==> config.mk <==
export PLATFORM = sky130hd
export DESIGN_NAME = prescaled_mod_counter_flat
export DESIGN_NICKNAME = d
export VERILOG_FILES = /design/src/rtl/prescaled_mod_counter_if.sv /design/src/rtl/prescaled_mod_counter.sv /design/src/flat_wrapper.sv
export SDC_FILE = /design/constraint.sdc
export NUM_CORES = 1
export LEC_CHECK = 0
export BUFFER_PORTS_ARGS = -buffer_cell sky130_fd_sc_hd__buf_4
export CAP_MARGIN = 20
export CORE_AREA = 2 2 39 41
export DETAILED_ROUTE_END_ITERATION = 8
export DIE_AREA = 0 0 41 43
export PLACE_DENSITY = 0.69
export SLEW_MARGIN = 0
export SYNTH_ARGS = -nofsm -noshare
export SYNTH_HDL_FRONTEND = slang
export SYNTH_SLANG_ARGS = --single-unit
export TNS_END_PERCENT = 20
==> constraint.sdc <==
create_clock -name clk -period 1.87 [get_ports clk]
set_input_delay 0.187 -clock clk [delete_from_list [all_inputs] [get_ports clk]]
set_output_delay 0.187 -clock clk [all_outputs]
set_load 0.02 [all_outputs]
==> src/rtl/prescaled_mod_counter_if.sv <==
// Control and status bundle for prescaled_mod_counter: enable/direction/load in,
// registered count plus step and terminal-count strobes out.
interface prescaled_mod_counter_if #(
  parameter int WIDTH = 4
);
  logic             en;
  logic             up;
  logic             load;
  logic [WIDTH-1:0] load_val;
  logic [WIDTH-1:0] count;
  logic             tick;
  logic             tc;

  modport master (
    output en, up, load, load_val,
    input  count, tick, tc
  );

  modport slave (
    input  en, up, load, load_val,
    output count, tick, tc
  );
endinterface

==> src/rtl/prescaled_mod_counter.sv <==
// Up/down modulo-MODULUS counter that steps once every PRESCALE enabled cycles.
// tc is a same-cycle strobe so a PRESCALE=1 stage can cascade off it without a clock.
module prescaled_mod_counter #(
  parameter int WIDTH    = 4,
  parameter int MODULUS  = 10,
  parameter int PRESCALE = 1
) (
  input  logic                   clk,
  input  logic                   reset,
  prescaled_mod_counter_if.slave bus
);

  localparam int               PW       = (PRESCALE > 1) ? $clog2(PRESCALE) : 1;
  localparam logic [PW-1:0]    PRE_LAST = PW'(PRESCALE - 1);
  localparam logic [PW-1:0]    PRE_ONE  = PW'(1);
  localparam logic [WIDTH-1:0] CNT_LAST = WIDTH'(MODULUS - 1);
  localparam logic [WIDTH-1:0] CNT_ONE  = WIDTH'(1);

  logic [PW-1:0]    pre_cnt;
  logic [WIDTH-1:0] count_q;
  logic [WIDTH-1:0] step_val;
  logic [WIDTH-1:0] load_clamped;
  logic             pre_wrap;
  logic             at_term;
  logic             tick;

  // With PRESCALE=1 the prescaler never leaves 0, so pre_wrap is constantly true.
  assign pre_wrap = (pre_cnt == PRE_LAST);
  assign tick     = reset & bus.en & ~bus.load & pre_wrap;
  assign at_term  = bus.up ? (count_q == CNT_LAST) : (count_q == '0);

  assign bus.tick  = tick;
  assign bus.tc    = tick & at_term;
  assign bus.count = count_q;

  // Explicit wrap targets; at MODULUS = 2**WIDTH they coincide with natural overflow.
  always_comb begin
    step_val = count_q;
    if (bus.up) step_val = at_term ? '0 : count_q + CNT_ONE;
    else        step_val = at_term ? CNT_LAST : count_q - CNT_ONE;
  end

  assign load_clamped = (bus.load_val > CNT_LAST) ? CNT_LAST : bus.load_val;

  // NOTE: state registers use non-blocking assignments so every flop samples
  // pre-edge values; blocking here would let count see the updated pre_cnt.
  always_ff @(posedge clk or negedge reset) begin
    if (!reset) begin
      pre_cnt <= '0;
      count_q <= '0;
    end else if (bus.load) begin
      pre_cnt <= '0;
      count_q <= load_clamped;
    end else if (bus.en) begin
      pre_cnt <= pre_wrap ? '0 : pre_cnt + PRE_ONE;
      if (pre_wrap) count_q <= step_val;
    end
  end

endmodule

==> src/flat_wrapper.sv <==
// flat-port wrapper written by rule: the top's interface ports become plain ports
module prescaled_mod_counter_flat 
#(
  parameter int WIDTH    = 4,
  parameter int MODULUS  = 10,
  parameter int PRESCALE = 1
)
  (clk, reset, bus_en, bus_up, bus_load, bus_load_val, bus_count, bus_tick, bus_tc);
  prescaled_mod_counter_if #(.WIDTH(WIDTH)) bus_i ();
  input  logic clk;
  input  logic reset;
  input wire logic [$bits(bus_i.en)-1:0] bus_en;
  input wire logic [$bits(bus_i.up)-1:0] bus_up;
  input wire logic [$bits(bus_i.load)-1:0] bus_load;
  input wire logic [$bits(bus_i.load_val)-1:0] bus_load_val;
  output wire logic [$bits(bus_i.count)-1:0] bus_count;
  output wire logic [$bits(bus_i.tick)-1:0] bus_tick;
  output wire logic [$bits(bus_i.tc)-1:0] bus_tc;
  assign bus_i.en = bus_en;
  assign bus_i.up = bus_up;
  assign bus_i.load = bus_load;
  assign bus_i.load_val = bus_load_val;
  assign bus_count = bus_i.count;
  assign bus_tick = bus_i.tick;
  assign bus_tc = bus_i.tc;
  prescaled_mod_counter #(.WIDTH(WIDTH), .MODULUS(MODULUS), .PRESCALE(PRESCALE)) u_core (.clk(clk), .reset(reset), .bus(bus_i));
endmodule
==> results of run 1 <==
==> area by class of cell <==
cell class | count | area, sq um | share of cell area, %
multi-input cells | 40 | 319 | 49.8
repair buffers | 20 | 156 | 24.4
flip-flops and latches | 4 | 100 | 15.6
clock buffers | 3 | 22.5 | 3.52
inverters | 6 | 22.5 | 3.52
well taps | 16 | 20.0 | 3.13
==> per-layer routing <==
layer / wire (um) / vias up / global-route usage [%]
met3: 59 / 0 / 4.71
met1: 516 / 235 / 21.7
li1: - / 238 / -
met4: 0 / 0 / 8.00
met5: 0 / - / 0
met2: 569 / 17 / 23.1
==> tightest hold or removal path, stage by stage <==
cell and delay, ns:
sky130_fd_sc_hd__buf_4 0.08, sky130_fd_sc_hd__nand3b_1 0.06, sky130_fd_sc_hd__o31ai_1 0.06
==> logic make-up (layout without fill, tap and decap cells) <==
group / Yosys count / after routing
AOI/OAI and AO/OA: 16 / 16
xor gates and xnor gates: 1 / 1
adders and majority gates: 3 / 3
buffers and inverters: 11 / 29
DFF: 4 / 4
muxes: 1 / 1
and+or+nand+nor: 19 / 19
==> how the worst max path moves through the flow <==
stage | slack (ns) | cells past startpoint | endpoint
2_1_floorplan | 0.17 | 5 | bus_tc
3_3_place_gp | 0.26 | 6 | bus_tc
3_5_place_dp | 0.22 | 6 | bus_tc
4_1_cts | 0.001 | 6 | bus_tc
5_1_grt | 0.009 | 6 | bus_tc
6_report | 0.07 | 6 | bus_tc
==> through the flow <==
step	setup slack (ns)	utilization [%]	hold slack [ns]	total power, W
after floorplan	0.168	-	-0.109	0.000251
after global placement	0.261	40.5	-0.0128	0.000305
after detailed placement	0.225	40.5	-0.0114	0.000309
after CTS	0.00101	43.0	0.206	0.000417
after global routing	0.00936	46.3	0.223	0.000478
final	0.0668	46.3	0.208	0.000439
==> cell usage after synthesis, drive strengths merged, types with 2 or more instances <==
library cell  n
a21oi         3
o221ai        2
nor3b         2
inv           6
nand3         3
nand3b        3
nor2          2
buf           4
ha            3
dfrtp         4
o311a         2
nand2         3
o21ai         4
==> report_power, final <==
| group | internal (W) | switching, W |
|---|---|---|
| Clock | 0.0000714 | 0.0000297 |
| Sequential | 0.0000998 | 0.0000256 |
| Combinational | 0.000108 | 0.000104 |
| Total | 0.000279 | 0.000160 |
==> repair_timing <==
action,CTS,global route
hold buffers,1,0
cloned,0,0
buffers inserted,0,3
endpoints found under the setup margin,1,1
pin swaps,1,2
endpoints found under the hold margin,4,0
gates resized for setup,1,6
==> summary by stage, run 1 <==
Yosys
The synthesized netlist occupies a cell area of 459 sq um. The synthesized design contains 0 enable-type register cells. Multiplexer cells account for 2.45% of the synthesized area.

The proportion of synthesized chip area in sequential cells is 21.8%. Sorting the synthesized cells by area gives the leading types as sky130_fd_sc_hd__dfrtp_1 (22%), sky130_fd_sc_hd__ha_1 (8.2%), sky130_fd_sc_hd__buf_6 (4.9%). The average footprint of a synthesized cell is 8.35 sq um. Summing the areas of all compound-gate instances in the mapped netlist gives around 28% of the synthesized area. For this run, the number of Yosys warnings is 0. For this run, asynchronously set or reset flops after synthesis account for 100%. The post-synthesis share of cell area spent on and, or, nand and nor gates is 24.8%.

The xor and xnor fraction of the mapped netlist area is 1.91%. Counting distinct cell types in the post-synthesis netlist gives 32. In this run, synthesis produced a sequential element count of 4. By area, the combinational part of the netlist is dominated by compound AO/OA/AOI/OAI gates.

In this run the biggest area consumer among cell types represents between 20% and 30% of the synthesized area. The synthesized-area fraction occupied by adder cells is 8.17%. The post-synthesis cell type with the largest combined area is sky130_fd_sc_hd__dfrtp_1.

In the synthesized netlist, the number of instances is 55. The number of nets handed over by synthesis was between 60 and 70. The leading register cell type out of synthesis is sky130_fd_sc_hd__dfrtp_1.

Job
The count of max-cap constraint violations is 0.

Cells and area
In the layout the commonest cells are sky130_fd_sc_hd__buf_4 (18), sky130_fd_sc_hd__inv_1 (4), sky130_fd_sc_hd__o21ai_0 (4), sky130_fd_sc_hd__dfrtp_1 (4). Leaving out fill and tap cells, the most frequent cell in the layout is sky130_fd_sc_hd__buf_4. The finished cells cover between 600 and 700 sq um. The register with the most flip-flops in the layout has 4 of them.

The fraction of final layout cells sized beyond drive strength 1 is between 40% and 50%. Fill cells in the final layout number approximately 140. 0 antenna diodes ended up in the layout. The final-stage net count is 87. The final instance count without filler cells is 89. From synthesis to final layout, the design area changed by 39.5%.

Drt
Summed over all layers, the routed wires come to 1150 um. The via count normalized by instance count is 5.51. The violation count after the first detailed-routing iteration is 18. The first detailed-routing pass ran for 4 iterations. After detailed routing, the average wire length per cell comes to 12.9 um.

In this run the remaining antenna-violating nets after routing total 0. The detailed-route via count is 490. For this run, design rule violations remaining after detail routing come to 0.

CTS
The insertion delay of the later-clocked pin in the worst-skew pair is 0.23 ns. After clock tree synthesis, the clock-pin slew on the worst setup and hold paths is 0.03 ns. The deepest level of the CTS H-tree is 1.

The number of buffers on the longest clock path is 2. TritonCTS built the clock tree. The tree built by TritonCTS fans out to 4 sinks. The library cell used as clock root buffer is sky130_fd_sc_hd__clkbuf_4.

The number of buffers inserted during clock tree synthesis is 3.

Worst setup path
The sum of buffers and inverters on the critical path is 2. For this run, the slowest stage of the critical path takes 0.39 ns. The worst reg2reg path endpoint is u_core.bus.count[0].

Traced cell by cell, the critical path runs through inv_2, ha_4, or3b_4, a21oi_4, and2_4, buf_6. The cell family contributing the most delay on the critical path is simple AND/OR/NAND/NOR gates. Along the worst path, the maximum fanout reaches 3. For flop-to-flop paths, the worst setup slack is 0.25 ns. The critical path in this run is classified as reg2out. Measured in cells, the most critical reg-to-reg path has a length of 7.

In this run the critical register-to-register path is launched from u_core.bus.count[1]. The launch point of the critical path is u_core.bus.count[1]. The slowest library cell on the worst path is sky130_fd_sc_hd__or3b_4. At the worst endpoint, the required time is 1.68 ns.

The kind of launch point of the worst setup path is a flop. The data arrival time of the critical path is 1.62 ns. STA classifies the critical path endpoint as a primary output.

Die
The floorplan die area is ~1800 sq um. The number of rows in the core area is 14. The vertical die dimension is 43 um.

The die is approximately 41 um wide. The area inside the core boundary is approximately 1400 sq um. The starting density of the core is 33.2%. The I/O pin total is 15.

Global route
The number of antenna violations at the first check in global routing is 0. Global routing finished with a remaining overflow of 0. The aggregate global-route resource usage is 16.3%. The via count of the first global-routing pass is 440. The maximum number of pins on one net before global-route repair is 12. The first-pass GRT wire length is about 1900 um.

Timing
Across the routed clock network, the largest skew measured is 0.000531 ns. The final-report hold violation count is 0. Static timing analysis puts the maximum clock frequency at 555 MHz. The worst pin sits at a relative slew slack of around 75%.

The number of max-slew violations in the final report came to 0. Setup total negative slack on the finished layout was measured at 0 ns. For the pin with the worst max-slew slack, the measured transition is 0.381 ns. The total setup violations reported at the end of the flow is 0. The part of the cycle the worst path needs is 96.4%. Setup repair after global routing left no endpoint under its margin.

The final period demand of the worst path is 1.80 ns.

Placement
The placed instance count is 82. The count of buffers added on input and output ports is 14. Routability-driven placement finished with a final weighted congestion of between 0.7 and 0.8. After legalization and detailed placement, the total HPWL measured 850 um. The total placed instance area is about 560 sq um.

Hold path
The startpoint identified for the worst hold timing path is bus_load_val[1]. The endpoint of the worst hold path is u_core.bus.count[1]. The path class of the tightest hold or removal check is in2reg.

The worst hold path stage count is 3.

Power
Power spread over the standard cell area amounts to 685 nW/um^2. Summed over all cells, the static leakage comes to 0.284 nW. The maximum resistive drop on vdd is between 0.0004 and 0.0005 V.

Status
The flow ran to the end, and the final reports show no timing, DRC or antenna violations.
(Power assumes the default switching activity.)
==> inputs of run 2 (changes only) <==
==> constraint.sdc (replaced) <==
create_clock -name clk -period 1.87 [get_ports clk]
set_input_delay 0.187 -clock clk [delete_from_list [all_inputs] [get_ports clk]]
set_output_delay 0.187 -clock clk [all_outputs]
set_load 0.01 [all_outputs]
==> run 2 against run 1 <==
  * Worst setup slack gained 0.011 ns
  * Worst hold slack got worse by 0.0051 ns
  * First-iteration DRC count increased by 5.6%
  * Die area stayed put
  * Via count fell by 2.4%
  * Cell count shrank 1.1%
  * Sequential cell count stayed put
  * Global-route usage decreased by 0.22 points
  * Sequential share of layout area increased by 0.31 points
  * Largest cell class unchanged
  * Largest power group unchanged
==> summary by stage, run 2 (synthesized netlist as in run 1, its figures left out) <==
Global route
The maximum number of pins on one net before global-route repair came to 12 (unchanged). The first-pass GRT wire length is 1810 um (-6.1%). The overflow left after global routing is 0 (unchanged). The number of antenna violations at the first check in global routing is 0 (unchanged). The aggregate global-route resource usage is 16.1% (-0.22 points). The via count of the first global-routing pass is 427 (-3.0%).

Placement
The number of port buffers was 14 (unchanged). The placed wire-length estimate came to 837 um (-1.5%). The final weighted congestion of routability-driven global placement is 0.777 (+1.1%).

Die
The floorplan die area is 1760 sq um (unchanged). The overall die width is 41 um (unchanged). The starting density of the core is 33.2% (unchanged). The vertical die dimension was 43 um (unchanged). The number of rows in the core area is 14 (unchanged). The I/O pin total is 15 (unchanged). The area inside the core boundary was 1380 sq um (unchanged).

CTS
The number of sinks on the clock net came to 4 (unchanged). The CTS tree is done. The number of buffers on the longest clock path is 2 (unchanged). The insertion delay of the later-clocked pin in the worst-skew pair is 0.24 ns (about the same). The clock slew at the register clock pins of the worst setup and hold paths is 0.04 ns (about the same). The deepest level of the CTS H-tree is 1 (unchanged). The number of buffers inserted during clock tree synthesis is 3 (unchanged). The library cell used as clock root buffer is sky130_fd_sc_hd__clkbuf_4.

Drt
The detailed-route via count is 478 (-2.4%). The post-detailed-routing wire length was 1090 um (-5.2%). The via count normalized by instance count is 5.43 (-1.3%).

The violation count after the first detailed-routing iteration was 19 (+1). The detailed-route wire length per cell is 12.3 um (-4.2%). The total iterations of the first detailed-routing run is 4 (unchanged). The post-route DRC violation count is 0 (unchanged). The number of nets with antenna violations after detailed routing came to 0 (unchanged).

Hold path
The path class of the lowest-slack min-delay path is in2reg. The path with the worst hold slack has its endpoint at u_core.bus.count[1]. The worst hold path stage count is 3 (unchanged).

The start point of the worst hold path is bus_load_val[1].

Timing
The final worst clock skew came to 0.00895 ns (+0.00842 ns). Setup repair after global routing left no endpoint under its margin. The part of the cycle the worst path needs is 95.8% (-0.60 points).

The total setup violations reported at the end of the flow was 0 (unchanged). The final period demand of the worst path came to 1.79 ns (-0.0111 ns). The measured slew at the worst slew-check pin is 0.388 ns (+0.00673 ns). The worst-case headroom to the max-slew limit is 74.1% (-0.50 points). The final-report hold violation count is 0 (unchanged).

The maximum clock rate was 558 MHz (+0.62%). The aggregate negative setup slack is 0 ns (unchanged). The number of max-slew violations in the final report is 0 (unchanged).

Power
The maximum resistive drop on vdd is 0.000258 V (-37%). The power spent charging and discharging nets is 0.000153 W (-4.1%). The power density relative to cell area is 685 nW/um^2 (about the same). The internal power component is 0.000277 W (-0.65%). The leakage power summed over all cells is 0.278 nW (-2.2%). The clock share of power came to 25.9% (+2.9 points). The combinational group share of total power is 46.9% (-1.5 points). The sequential power share is 27.2% (-1.4 points). The switching power share of the total is 35.6% (-0.80 points).

Worst setup path
In this run the critical register-to-register path is launched from u_core.bus.count[1]. The kind of launch point of the worst setup path is a flop. The slowest stage of the critical path belongs to the cell sky130_fd_sc_hd__dfrtp_1. The reg-to-reg setup timing slack came to 0.29 ns (+0.04 ns).

The required time reported for the critical path endpoint was 1.68 ns (about the same). The worst stage delay on the critical path is 0.38 ns (about the same). The signal on the critical path passes through inv_2, ha_4, or3b_4, a21oi_4, and2_2, buf_4. The category of the most critical setup path is reg2out.

The data arrival time of the critical path is 1.61 ns (about the same). The largest fanout on the critical path is 4 (+1). The worst reg2reg path endpoint is u_core.bus.count[0]. The worst setup path is captured at a primary output. The worst reg2reg path depth came to 7 (unchanged).

Cells and area
The flip-flop count of the largest register, all copies and words added is 4 (unchanged). The final-stage net count came to 86 (-1.1%). The fraction of final layout cells sized beyond drive strength 1 is 43.1% (-0.78 points). The share of the core filled with cells came to 45.4% (-0.90 points).

The most common library cell in the layout ignoring fill and taps is sky130_fd_sc_hd__buf_4. In the layout the commonest cells are sky130_fd_sc_hd__buf_4 (18), sky130_fd_sc_hd__inv_1 (4), sky130_fd_sc_hd__o21ai_0 (4), sky130_fd_sc_hd__dfrtp_1 (4). The number of antenna cells inserted was 0 (unchanged). The layout overhead on the synthesized area is 36.8%.

Job
The count of max-cap constraint violations is 0 (unchanged).

Status
The run finished with clean final reports.
[run 2: changes by cell type in the layout (fill, tap and decap cells not counted)]
| cell | change |
|---|---|
| sky130_fd_sc_hd__and2_4 | -1 |
| sky130_fd_sc_hd__buf_6 | -1 |
| sky130_fd_sc_hd__and2_2 | +1 |
[run 2: layer usage]
layer	part of all wire [%]	track usage (%)	vias to the layer above	wire (um)
met1	45	20.6	220	485
li1	-	-	237	-
met4	1.6	14.0	0	17
met3	6.7	5.24	2	73
met2	47	20.3	19	508
met5	0	0	-	0
[run 2: power by group through the flow]
stage               Sequential, W  Clock, W  Combinational, W
floorplan                0.000122         0          0.000119
CTS                      0.000115  0.000118          0.000193
global placement         0.000118         0          0.000176
finish                   0.000117  0.000111          0.000202
detailed placement       0.000119         0          0.000177
global route             0.000120  0.000124          0.000224
[run 2: worst max-delay path by stage]
stage               slack (ns)           startpoint  depth (start not counted)     end
floorplan                 0.25  u_core.bus.count[0]                          5  bus_tc
global placement          0.21  u_core.bus.count[1]                          6  bus_tc
detailed placement        0.13  u_core.bus.count[1]                          6  bus_tc
CTS                       0.02  u_core.bus.count[1]                          6  bus_tc
global route             0.001  u_core.bus.count[0]                          6  bus_tc
finish                    0.08  u_core.bus.count[1]                          6  bus_tc
[run 2: final cells by class]
cell class	instances	area (sq um)
clock buffer	3	22.5
multi-input combinational	40	318
sequential	4	100
tap	16	20.0
inverter	6	22.5
timing repair buffer	19	145
fill	142	756
[run 2: per-stage QoR]
stage               instance area (sq um)  total power [W]  worst slack, ns  hold slack [ns]  std cells
finish                                628         0.000430           0.0779            0.203         88
floorplan                             459         0.000240            0.254           -0.109         55
global placement                      561         0.000294            0.207         -0.00809         82
global route                          628         0.000468          0.00149            0.213         88
detailed placement                    561         0.000296            0.127         -0.00686         82
CTS                                   618         0.000427           0.0172            0.199         88
[run 2: timing repair]
action | 4_1_cts | 5_1_grt
cloned | 0 | 0
gates resized for setup | 2 | 3
buffers inserted | 2 | 0
pin swaps | 1 | 0
hold endpoints to repair | 4 | 0
hold buffers | 1 | 0
endpoints found under the setup margin | 1 | 1
[run 2: worst max-delay path: cells and delay by family (launching register included)]
| kind | cells | cell delay, ns |
|---|---|---|
| and+or+nand+nor | 2 | 0.53 |
| DFF | 1 | 0.38 |
| buffers and inverters | 2 | 0.19 |
| adders and majority gates | 1 | 0.13 |
| AOI/OAI and AO/OA | 1 | 0.13 |
==> inputs of run 3 (changes only) <==
--- a/config.mk
+++ b/config.mk
@@ -7,10 +7,12 @@
 export LEC_CHECK = 0
 export BUFFER_PORTS_ARGS = -buffer_cell sky130_fd_sc_hd__buf_4
 export CAP_MARGIN = 20
-export CORE_AREA = 2 2 39 41
+export CELL_PAD_IN_SITES_DETAIL_PLACEMENT = 0
+export CELL_PAD_IN_SITES_GLOBAL_PLACEMENT = 2
+export CORE_MARGIN = 2
+export CORE_UTILIZATION = 26
 export DETAILED_ROUTE_END_ITERATION = 8
-export DIE_AREA = 0 0 41 43
-export PLACE_DENSITY = 0.69
+export PLACE_DENSITY = 0.84
 export SLEW_MARGIN = 0
 export SYNTH_ARGS = -nofsm -noshare
 export SYNTH_HDL_FRONTEND = slang
==> run 3 against run 2 <==
  * Worst hold slack improved by 0.0026 ns
  * Worst setup slack improved by 0.010 ns
  * Power rose by 2.1%
  * Wire length is 11% higher
  * Critical endpoint unchanged
  * Register-to-register slack is essentially flat
  * Via count is 1.0% lower
  * Cell area is 2.8% higher
  * Critical path depth is the same
==> summary by stage, run 3 (synthesized netlist as in run 1, its figures left out) <==
Timing
The total setup violations reported at the end of the flow came to 0 (unchanged). The maximum clock rate is 561 MHz (+0.57%). The measured slew at the worst slew-check pin was 0.371 ns (-0.0163 ns).

The worst-case headroom to the max-slew limit is 75.2% (+1.1 points). The part of the cycle the worst path needs is 95.3% (-0.54 points). The worst hold-check slack is 0.206 ns (+0.00264 ns). The final period demand of the worst path is 1.78 ns (-0.0101 ns).

The final worst clock skew is 0.00447 ns (-0.00448 ns). The number of max-slew violations in the final report is 0 (unchanged). The final-report hold violation count is 0 (unchanged).

Global route
The maximum number of pins on one net before global-route repair came to 12 (unchanged). The overflow left after global routing is 0 (unchanged). The via count of the first global-routing pass is 421 (-1.4%). The aggregate global-route resource usage is 12.4% (-3.7 points). The first-pass GRT wire length is 1840 um (+1.2%). The number of antenna violations at the first check in global routing is 0 (unchanged).

Power
The final total power is 0.000439 W (+2.1%). The maximum resistive drop on vdd is 0.000219 V (-15%). The power density relative to cell area was 680 nW/um^2 (-0.70%). The leakage power summed over all cells was 0.290 nW (+4.2%).

Cells and area
The share of the core filled with cells is 38.2% (-7.2 points). The layout overhead on the synthesized area is 40.6%. The fraction of final layout cells sized beyond drive strength 1 is 43.2% (+0.19 points). The final-layout fill cell count is 170 (+20%). The final-stage net count is 88 (+2.3%).

The area of all placed cells without fillers is 646 sq um (+2.8%). The sequential cell area was 100 sq um (unchanged). The number of antenna cells inserted came to 0 (unchanged).

The most common library cell in the layout ignoring fill and taps is sky130_fd_sc_hd__buf_4. In the layout the commonest cells are sky130_fd_sc_hd__buf_4 (20), sky130_fd_sc_hd__inv_1 (5), sky130_fd_sc_hd__o21ai_0 (4), sky130_fd_sc_hd__dfrtp_1 (4). The area used by multi-input combinational logic is 319 sq um (+0.39%). The flip-flop count of the largest register, all copies and words added is 4 (unchanged).

The final instance count without filler cells is 91 (+3.4%).

CTS
The library cell used as clock root buffer is sky130_fd_sc_hd__clkbuf_4. The insertion delay of the later-clocked pin in the worst-skew pair is 0.24 ns (about the same). The number of buffers on the longest clock path is 2 (unchanged). The CTS tree is done. The number of buffers inserted during clock tree synthesis is 3 (unchanged). The deepest level of the CTS H-tree is 1 (unchanged). The number of sinks on the clock net was 4 (unchanged).

The clock slew at the register clock pins of the worst setup and hold paths is 0.04 ns (about the same).

Placement
The placed instance count came to 83 (+1.2%). The number of port buffers is 14 (unchanged). The total placed instance area came to 562 sq um (+0.22%). The final weighted congestion of routability-driven global placement came to 0.770 (-0.93%). The placed wire-length estimate was 828 um (-1.1%).

Drt
The post-route DRC violation count is 0 (unchanged). The number of nets with antenna violations after detailed routing is 0 (unchanged). The via count normalized by instance count is 5.20 (-4.3%). The total iterations of the first detailed-routing run is 4 (unchanged).

The post-detailed-routing wire length is 1200 um (+11%). The detailed-route wire length per cell is 13.2 um (+7.0%). The detailed-route via count was 473 (-1.0%). The violation count after the first detailed-routing iteration is 6 (-13).

Die
The overall die width is 46.0 um (+12%). The number of rows in the core area is 15 (+1). The area inside the core boundary is 1690 sq um (+22%). The starting density of the core is 27.2% (-6.0 points). The floorplan die area is 2120 sq um (+20%). The vertical die dimension is 46.0 um (+7.0%). The I/O pin total is 15 (unchanged).

Job
The count of max-cap constraint violations came to 0 (unchanged).

Worst setup path
STA classifies the critical path endpoint as a primary output. The largest fanout on the critical path is 2 (-2). The launch point of the critical path is u_core.bus.count[1]. The worst flop-to-flop path startpoint is u_core.bus.count[1]. The category of the most critical setup path is reg2out. The kind of launch point of the worst setup path is a flop. The required time reported for the critical path endpoint is 1.68 ns (about the same).

The data arrival time of the critical path is 1.59 ns (-0.02 ns).

Status
The run finished with clean final reports.

Hold path
In this run the worst hold path is classified as in2reg. In this run the most critical hold path is launched from bus_load_val[1].
run 3: changes by cell type in the layout (fill, tap and decap cells not counted):
cell,delta
sky130_fd_sc_hd__and2_2,-1
sky130_fd_sc_hd__buf_4,+2
sky130_fd_sc_hd__inv_2,-1
sky130_fd_sc_hd__inv_1,+1
sky130_fd_sc_hd__and2_4,+1
run 3: stage by stage:
stage / worst slack [ns] / TNS [ns]
2_1_floorplan: 0.254 / 0
3_3_place_gp: 0.258 / 0
3_5_place_dp: 0.234 / 0
4_1_cts: 0.00323 / 0
5_1_grt: -0.0377 / -0.0377
6_report: 0.0881 / 0
run 3: worst paths after layout:
path	endpoint	slack, ns	depth (start not counted)
worst max-delay path	bus_tc	0.09	6
min in group asynchronous	u_core.bus.count[2]	0.28	2
max in group asynchronous	u_core.bus.count[1]	1.48	2
worst min-delay path	u_core.bus.count[1]	0.21	3
worst min register to register	u_core.bus.count[0]	0.68	2
worst max register to register	u_core.bus.count[3]	0.30	7
run 3: what timing repair did:
item / CTS / global route
pin swaps: 1 / 1
setup buffers: 1 / 3
setup endpoints to repair: 1 / 1
hold buffers: 1 / 0
hold endpoints to repair: 4 / 0
gates resized for setup: 2 / 3
run 3: layer usage:
layer / vias to the layer above / global-route usage, % / wire [um]
li1: 240 / - / -
met1: 214 / 16.1 / 527
met2: 12 / 18.1 / 581
met3: 7 / 3.57 / 46
met4: 0 / 6.86 / 46
met5: - / 0 / 0
run 3: worst max-delay path, stage by stage (launching register included):
cell and delay [ns]:
sky130_fd_sc_hd__dfrtp_1 0.38, sky130_fd_sc_hd__inv_2 0.08, sky130_fd_sc_hd__ha_4 0.13, sky130_fd_sc_hd__or3b_4 0.38, sky130_fd_sc_hd__a21oi_4 0.14, sky130_fd_sc_hd__and2_4 0.15
sky130_fd_sc_hd__buf_4 0.11
run 3: report_power, final:
group / switching (W) / leakage [nW] / internal, W
registers: 0.0000233 / 0.0476 / 0.0000997
logic: 0.0000942 / 0.228 / 0.000110
clock network: 0.0000403 / 0.0138 / 0.0000721
total: 0.000158 / 0.290 / 0.000282
run 3: cell type report:
class,instances,area share (%)
flip-flops and latches,4,15.5
repair buffers,21,24.8
well taps,17,3.29
inverters,6,3.49
clock buffers,3,3.49
multi-input cells,40,49.4
